<file path="src/rtl/mips_pkg.sv">
// rtl/mips_pkg.sv - shared op codes, FSM states and datapath width for the mul/div unit
package mips_pkg;

  localparam int WIDTH = 32;

  localparam logic [2:0] OP_MULT  = 3'b000;
  localparam logic [2:0] OP_MULTU = 3'b001;
  localparam logic [2:0] OP_DIV   = 3'b010;
  localparam logic [2:0] OP_DIVU  = 3'b011;
  localparam logic [2:0] OP_MTHI  = 3'b100;
  localparam logic [2:0] OP_MTLO  = 3'b101;

  typedef enum logic [1:0] {
    S_IDLE = 2'd0,
    S_CALC = 2'd1,
    S_FIX  = 2'd2
  } state_t;

endpackage

</file>
<file path="src/rtl/muldiv_datapath.sv">
// rtl/muldiv_datapath.sv - 2*WIDTH accumulator with shift-add / restoring step and sign fixup
module muldiv_datapath #(
  parameter int WIDTH = 32
) (
  input  logic             clk,
  input  logic             reset,
  input  logic             load,
  input  logic             step,
  input  logic             is_div,
  input  logic             is_signed,
  input  logic [WIDTH-1:0] a,
  input  logic [WIDTH-1:0] b,
  output logic [WIDTH-1:0] res_hi,
  output logic [WIDTH-1:0] res_lo
);

  // acc holds {partial product} for multiply, {remainder, dividend/quotient} for divide
  logic [2*WIDTH-1:0] acc_q, acc_d;
  // m is the addend: |a| for multiply, |b| (divisor) for divide
  logic [WIDTH-1:0]   m_q, m_d;
  logic [WIDTH-1:0]   a_raw_q, a_raw_d;
  logic               div_q, div_d;
  logic               div0_q, div0_d;
  logic               neg_q_q, neg_q_d;
  logic               neg_r_q, neg_r_d;

  logic               a_neg, b_neg;
  logic [WIDTH-1:0]   mag_a, mag_b;
  logic [WIDTH:0]     mul_sum;
  logic [WIDTH:0]     rem_try;
  logic               rem_ge;
  logic [WIDTH-1:0]   rem_new;
  logic [2*WIDTH-1:0] prod_fix;
  logic [WIDTH-1:0]   quo, rem;

  // operand capture on load, one multiply or divide iteration per step
  always_comb begin
    acc_d   = acc_q;
    m_d     = m_q;
    a_raw_d = a_raw_q;
    div_d   = div_q;
    div0_d  = div0_q;
    neg_q_d = neg_q_q;
    neg_r_d = neg_r_q;

    a_neg = is_signed & a[WIDTH-1];
    b_neg = is_signed & b[WIDTH-1];
    mag_a = a_neg ? -a : a;
    mag_b = b_neg ? -b : b;

    mul_sum = {1'b0, acc_q[2*WIDTH-1:WIDTH]} + (acc_q[0] ? {1'b0, m_q} : {(WIDTH+1){1'b0}});
    rem_try = acc_q[2*WIDTH-1:WIDTH-1];
    rem_ge  = (rem_try >= {1'b0, m_q});
    rem_new = rem_ge ? WIDTH'(rem_try - {1'b0, m_q}) : rem_try[WIDTH-1:0];

    if (load) begin
      m_d     = is_div ? mag_b : mag_a;
      acc_d   = {{WIDTH{1'b0}}, (is_div ? mag_a : mag_b)};
      a_raw_d = a;
      div_d   = is_div;
      div0_d  = (b == '0);
      neg_q_d = a_neg ^ b_neg;
      neg_r_d = a_neg;
    end else if (step) begin
      if (div_q) begin
        acc_d = {rem_new, acc_q[WIDTH-2:0], rem_ge};
      end else begin
        acc_d = {mul_sum, acc_q[WIDTH-1:1]};
      end
    end
  end

  // result sign correction; divide by zero returns all-ones quotient and the raw dividend
  always_comb begin
    prod_fix = neg_q_q ? -acc_q : acc_q;
    quo      = acc_q[WIDTH-1:0];
    rem      = acc_q[2*WIDTH-1:WIDTH];
    res_hi   = prod_fix[2*WIDTH-1:WIDTH];
    res_lo   = prod_fix[WIDTH-1:0];
    if (div_q) begin
      if (div0_q) begin
        res_lo = '1;
        res_hi = a_raw_q;
      end else begin
        res_lo = neg_q_q ? -quo : quo;
        res_hi = neg_r_q ? -rem : rem;
      end
    end
  end

  // datapath registers
  always_ff @(posedge clk) begin
    if (reset) begin
      acc_q   <= '0;
      m_q     <= '0;
      a_raw_q <= '0;
      div_q   <= 1'b0;
      div0_q  <= 1'b0;
      neg_q_q <= 1'b0;
      neg_r_q <= 1'b0;
    end else begin
      acc_q   <= acc_d;
      m_q     <= m_d;
      a_raw_q <= a_raw_d;
      div_q   <= div_d;
      div0_q  <= div0_d;
      neg_q_q <= neg_q_d;
      neg_r_q <= neg_r_d;
    end
  end

endmodule

</file>
<file path="src/rtl/muldiv_unit.sv">
// rtl/muldiv_unit.sv - iterative MULT/DIV unit owning the architectural HI/LO registers
module muldiv_unit
  import mips_pkg::*;
#(
  parameter int WIDTH = mips_pkg::WIDTH,
  parameter int OP_W  = 3
) (
  input  logic             clk,
  input  logic             reset,
  input  logic             start,
  input  logic [OP_W-1:0]  op,
  input  logic [WIDTH-1:0] a,
  input  logic [WIDTH-1:0] b,
  input  logic             flush,
  output logic             busy,
  output logic             done,
  output logic [WIDTH-1:0] hi,
  output logic [WIDTH-1:0] lo
);

  localparam int CW = $clog2(WIDTH);

  state_t           state_q, state_d;
  logic [CW-1:0]    cnt_q, cnt_d;
  logic [WIDTH-1:0] hi_q, hi_d;
  logic [WIDTH-1:0] lo_q, lo_d;
  logic             done_q, done_d;

  logic             dp_load, dp_step;
  logic             op_is_div, op_is_signed;
  logic [WIDTH-1:0] res_hi, res_lo;

  assign op_is_div    = (op == OP_DIV)  || (op == OP_DIVU);
  assign op_is_signed = (op == OP_MULT) || (op == OP_DIV);

  muldiv_datapath #(.WIDTH(WIDTH)) u_datapath (
    .clk       (clk),
    .reset     (reset),
    .load      (dp_load),
    .step      (dp_step),
    .is_div    (op_is_div),
    .is_signed (op_is_signed),
    .a         (a),
    .b         (b),
    .res_hi    (res_hi),
    .res_lo    (res_lo)
  );

  // next-state, iteration counter and HI/LO update; flush beats start and aborts without writing
  always_comb begin
    state_d = state_q;
    cnt_d   = cnt_q;
    hi_d    = hi_q;
    lo_d    = lo_q;
    done_d  = 1'b0;
    dp_load = 1'b0;
    dp_step = 1'b0;
    case (state_q)
      S_IDLE: begin
        if (start && !flush) begin
          case (op)
            OP_MULT, OP_MULTU, OP_DIV, OP_DIVU: begin
              dp_load = 1'b1;
              cnt_d   = CW'(WIDTH-1);
              state_d = S_CALC;
            end
            OP_MTHI: hi_d = a;
            OP_MTLO: lo_d = a;
            default: ;
          endcase
        end
      end
      S_CALC: begin
        if (flush) begin
          state_d = S_IDLE;
        end else begin
          dp_step = 1'b1;
          if (cnt_q == '0) begin
            state_d = S_FIX;
          end else begin
            cnt_d = cnt_q - CW'(1);
          end
        end
      end
      S_FIX: begin
        state_d = S_IDLE;
        if (!flush) begin
          hi_d   = res_hi;
          lo_d   = res_lo;
          done_d = 1'b1;
        end
      end
      default: state_d = S_IDLE;
    endcase
  end

  // control and architectural registers
  always_ff @(posedge clk) begin
    if (reset) begin
      state_q <= S_IDLE;
      cnt_q   <= '0;
      hi_q    <= '0;
      lo_q    <= '0;
      done_q  <= 1'b0;
    end else begin
      state_q <= state_d;
      cnt_q   <= cnt_d;
      hi_q    <= hi_d;
      lo_q    <= lo_d;
      done_q  <= done_d;
    end
  end

  assign busy = (state_q != S_IDLE);
  assign done = done_q;
  assign hi   = hi_q;
  assign lo   = lo_q;

endmodule

</file>
<file path="config.mk">
export PLATFORM = sky130hd
export DESIGN_NAME = muldiv_unit
export DESIGN_NICKNAME = d
export VERILOG_FILES = /design/src/rtl/mips_pkg.sv /design/src/rtl/muldiv_datapath.sv /design/src/rtl/muldiv_unit.sv
export SDC_FILE = /design/constraint.sdc
export NUM_CORES = 1
export LEC_CHECK = 0
export CORE_ASPECT_RATIO = 0.9
export CORE_UTILIZATION = 40
export DETAILED_ROUTE_END_ITERATION = 8
export GPL_TIMING_DRIVEN = 0
export PLACE_DENSITY = 0.69
export SETUP_SLACK_MARGIN = 0.2
export SLEW_MARGIN = 25
export SYNTH_ARGS = -nofsm -noshare
export SYNTH_HDL_FRONTEND = slang
export SYNTH_SLANG_ARGS = --single-unit
export TNS_END_PERCENT = 50
</file>
<file path="constraint.sdc">
create_clock -name clk -period 9.2 [get_ports clk]
set_input_delay 1.84 -clock clk [delete_from_list [all_inputs] [get_ports clk]]
set_output_delay 1.84 -clock clk [all_outputs]
set_load 0.05 [all_outputs]
</file>
# == Yosys cells after proc, flatten, opt, wreduce, memory -nomap -nowiden ==
# Index checks and enable logic that the tools add are counted.
# W data, S select, Z words.
# totals
ff_bits,204
word_cells,99
output_inout_bits,66
in_bits,71
# op_classes
order_cmp,1
mux,39
n_reduce_logical,19
add_sub_neg,8
n_bitwise,4
n_eq_ne,15
# op_table
operator,n
$mux W32,20
$mux W64,2
$neg A32 Y32,4
$pmux W32 S2,2
$neg A64 Y64,1
$add A32 B32 Y33,1
$ge A33 B32 Y1,1
$logic_not A32 Y1,1
$sub A32 B32 Y32,1
$mux W5,4
$pmux W5 S2,1
$mux W2,4
$ne A2 B2 Y1 const B,4
$reduce_and A4 Y1,2
$reduce_bool A2 Y1,4
$eq A3 B2 Y1 const B,2
$eq A3 B3 Y1 const B,2
$ne A2 B1 Y1 const B,3
$logic_not A5 Y1,1
$mux W1,5
$reduce_and A5 Y1,1
$sub A5 B1 Y5 const B,1
$pmux W2 S2,1
$reduce_or A2 Y1,2
14 further kinds,16

# == Longest topological paths before layout ==
# depth
depth_word,6
depth_mapped,14
ltp_nobuf,13

# == Hierarchy ==
# From an unflattened synthesis, not the netlist that was laid out.
# hier_totals
cells_unflattened,2299
area_unflattened_um2,17240.3
# by_module_without_submodules
module,area_per_inst_um2,seq_area_each_um2,instances,cells_each
muldiv_datapath,14083.5,2642.5,1,1958
muldiv_unit,3156.8,1441.4,1,341

# == Worst setup path before layout ==
# Ideal clock, no wire load.
# synth_path
path_kind,input to register
from,input port b[16]
to,register u_datapath.acc_q[25]
setup_slack_ns,5.107
n_path_buf,0
setup_ns,0.132
required_ns,9.068
arrival_time_ns,3.961
cell_stages,8
path_cell_list,or4_1 -> nor4_2 -> nand2b_1 -> or4_1 -> o21ai_0 -> o21ai_0 -> a221oi_1 -> nor3_1
# synth_via
elab_chain_len,4
# synth_lines
item,line,rtl
from (decl),muldiv_unit.sv:13,"input logic [WIDTH-1:0] b,"
$neg A32 Y32,muldiv_datapath.sv:49,mag_b = b_neg ? -b : b;
$mux W32,muldiv_datapath.sv:49,
$mux W32,muldiv_datapath.sv:58,"acc_d = {{WIDTH{1'b0}}, (is_div ? mag_a : mag_b)};"
$mux W32,muldiv_datapath.sv:56,if (load) begin
to (signal assigned),muldiv_datapath.sv:94,acc_q <= '0;
to (signal assigned),muldiv_datapath.sv:102,acc_q <= acc_d;
to (decl),muldiv_datapath.sv:18,"logic [2*WIDTH-1:0] acc_q, acc_d;"
# Every way passes these cells.
# A chain may end at the register's enable or synchronous reset.

# == Worst setup path after layout ==
# layout_path
from,register u_datapath.acc_q[0]
to,register u_datapath.acc_q[54]
# layout_via
elab_chain_len,3
# layout_lines
item,line,rtl
$mux W32,muldiv_datapath.sv:51,"mul_sum = {1'b0, acc_q[2*WIDTH-1:WIDTH]} + (acc_q[0] ? {1'b0, m_q} : {(WIDTH+1){1'b0}});"
$add A32 B32 Y33,muldiv_datapath.sv:51,
$mux W64,muldiv_datapath.sv:65,if (div_q) begin
# Every way passes these cells.

==> metrics.md <==
| Metric | Value |
|---|---|
| Status | complete, no violations |
| Leak | 7.14 nW |
| DRT iter0 DRCs | 2252 |
| TNS Setup | 0 ns |
| Crit. End Element | register |
| Adder-cell share of the synthesized area | 0.0558 |
| CP Max Fanout | 10 |
| WL final | 76600 um |
| CTS max path bufs | 3 |
| Starting Density | 0.405 |
| CTS tree | built |
| Synth-to-layout area growth | 17.2% |
| R2R Path Start | u_datapath.acc_q[0] |
| Die H | 194 um |
| Final min period | 4.99 ns |
| Async set-reset flop share out of synthesis | 0 |
| Clock sinks | 204 |
| Max Cap Violations | 0 |
| Largest family of logic cells by synthesized area | compound AO/OA/AOI/OAI gates |
| Mapped Avg Cell Area | 7.28 um^2 |
| Synth cell types | 88 |
| Final Hold Violating Endpoints | 0 |
| Max-slew headroom | 0.243 |
| Post-synth net total | 2398 |
| Share of post-route cells with drive strength above 1 | 0.0498 |
| Largest net degree at the start of global routing | 14 |
| Power density over the cells | 140 nW/um^2 |
| Period utilization | 0.543 |
| Htree depth | 1 |
| Vias | 18903 |
| Vias/cell | 6.36 |
| Fmax | 200 MHz |
| RSZ-0062 raised after global routing | no |
| IO Port Bufs | 128 |
| Initial antenna violation count | 1 |
| Primary flip-flop cell chosen by synthesis mapping | dfxtp_1 |
| First-pass GRT wire length | 112000 um |
| Clock slew at reported path FFs | 0.07 ns |
| Clock root buffer | clkbuf_16 |
| HP Class | reg2reg |
| Die Footprint | 41800 um^2 |
| Min-delay src | lo[25] |
| Worst Skew | 0.0149 ns |
| CTS Hold Buffers Added | 0 |
| Mapped Cells | 2255 |
| Fin nets | 2554 |
| Synth Area in Compound Gates | 0.288 |
| Peak supply drop | 0.000136 V |
| EDFF count, synth | 0 |
| Post-synthesis simple-gate area fraction | 0.221 |
| Number of buffers created by CTS | 26 |
| Post-CTS Setup Bufs | 0 |
| Antenna diodes | 0 |
| DRC | 0 |
| Worst-margin pin slew | 1.13 ns |
| PostCTS Resize Cnt | 0 |
| Row count | 70 |
| Worst EP arrival | 5.47 ns |
| Vias in the first global route | 17719 |
| Hpwl dp | 60000 um |
| Seq/Total Area, Yosys | 0.249 |
| Overflow left after global routing | 0 |
| CP startpoint kind | register |
| Die X | 216 um |
| Later-pin clock latency in the skew report | 0.58 ns |
| Setup CP Type | reg2reg |
| Synth Register Bits | 204 |
| Core Area | 40600 um^2 |
| WL/cell | 25.8 um |
| Post-Route Utilization | 0.474 |
| Synthesized cell area | 16400 um^2 |
| Mux contribution to synthesized area | 0.0408 |
| Worst setup startpoint | u_datapath.acc_q[0] |
| GRT Resource Usage Total | 0.355 |
| Synth Area in XOR/XNOR | 0.0902 |
| Final setup fails | 0 |
| Filler cells | 4111 |
| Antenna viol nets, final | 0 |
| CP required | 9.67 ns |
| Slew Viols, Final | 0 |
| 1st-pass router iterations | 6 |
| I/O pins | 137 |
| GPL Wtd Cong | 0.977 |
| Synth Warn # | 0 |
==> final cells by class <==
class                   instances  area, um^2  area share
clock inverters                15         159     0.00827
repair buffers                128        1280      0.0666
multi-input cells            1813       11400       0.594
plain buffers                 169         657      0.0342
well taps                     540         676      0.0351
inverters                      69         259      0.0135
clock buffers                  32         693      0.0361
flip-flops and latches        204        4080       0.212
==> state kept, by name, summed over array words and instances, names as in the netlist <==
name and cells:
cnt_q 5, done 1, hi 32, lo 32
state_q 2, u_datapath.a_raw_q 32, u_datapath.acc_q 64, u_datapath.div0_q 1
u_datapath.div_q 1, u_datapath.m_q 32, u_datapath.neg_q_q 1, u_datapath.neg_r_q 1
==> Yosys cell counts, types with 7 or more instances <==
cell type,instances,area [um^2]
nand2_1,258,968
a21oi_1,257,1290
nor2_1,247,927
dfxtp_1,204,4080
clkbuf_1,146,548
o21ai_0,135,676
xnor2_1,105,920
nor3_1,72,360
ha_1,70,876
inv_1,68,255
xor2_1,64,561
mux2i_1,50,500
nand3_1,41,205
a221oi_1,36,315
o221ai_1,32,280
a21o_1,30,225
a211oi_1,29,218
and3_1,26,163
o31ai_1,24,180
a31oi_1,21,131
o211ai_1,21,158
a22oi_1,18,135
nand4_1,16,100
mux2_2,15,169
nor4_1,15,93.8
or4_1,15,113
or3_1,14,87.6
a222oi_1,13,130
and2_1,12,75.1
buf_2,12,60.1
nand2b_1,12,75.1
o22ai_1,12,75.1
or2_2,12,75.1
o41ai_1,11,96.3
buf_1,10,37.5
a311oi_1,8,70.1
nor2b_1,8,50.1
o21a_1,8,60.1
a22o_1,7,61.3
o21bai_1,7,52.6
==> metal layers <==
metal,vias up,share of wire,track usage
met1,9031,0.41,0.476
met2,1123,0.43,0.540
met3,222,0.11,0.0824
met4,0,0.049,0.158
li1,8527,-,-
met5,-,0,0
==> final timing paths <==
path / end / cells after the start / slack (ns)
worst max register to register: u_datapath.acc_q[54] / 14 / 4.21
worst min register to register: lo[25] / 2 / 0.45
worst max-delay path: u_datapath.acc_q[54] / 14 / 4.21
worst min-delay path: lo[25] / 2 / 0.45
==> placed cells by master (no fill, tap or decap), drive strengths merged, types with 71 or more instances in the layout <==
cell           synthesis  routed
nand2                258     258
clkdlybuf4s50          0     128
nor2                 247     247
clkbuf               146     178
nor3                  75      75
xnor2                105     105
dfxtp                204     204
o21ai                141     141
a21oi                257     257
inv                   69      71
==> metrics by stage <==
| stage | hold WS, ns | area, um^2 | worst slack (ns) | power [mW] | instances |
|---|---|---|---|---|---|
| final | 0.452 | 19200 | 4.21 | 2.69 | 2970 |
| after CTS | 0.452 | 19200 | 4.44 | 2.67 | 2970 |
| after global routing | 0.475 | 19200 | 4.02 | 2.77 | 2970 |
| after floorplan | 0.432 | 16400 | 5.11 | 1.39 | 2255 |
| after global placement | 0.441 | 18400 | 3.88 | 1.63 | 2923 |
| after detailed placement | 0.444 | 18400 | 3.84 | 1.63 | 2923 |
==> where the power goes <==
part / switching, mW / leakage (nW) / internal (mW) / total [mW]
Combinational: 0.450 / 5.08 / 0.244 / 0.694
Sequential: 0.0311 / 1.65 / 0.912 / 0.943
Clock: 0.458 / 0.406 / 0.596 / 1.05
==> kinds of logic after synthesis <==
kind of cell               Yosys count
DFF                                204
and+or+nand+nor                    780
xor gates and xnor gates           169
muxes                               65
adders and majority gates           72
AOI/OAI and AO/OA                  727
buffers and inverters              238
==> critical path, stage by stage (launching register included) <==
cell       delay, ns
dfxtp_1         0.41
inv_1           0.38
buf_1           0.46
nor2_1          0.09
ha_1            0.28
clkbuf_1        0.25
nand3_1         0.12
o211ai_1        0.39
nand4_1         0.26
a2111oi_1       0.92
o21ai_0         0.39
a31oi_1         0.34
xnor2_1         0.22
nor3_1          0.08
a221o_1         0.27
Note: power is estimated with default switching activity, not from simulation.
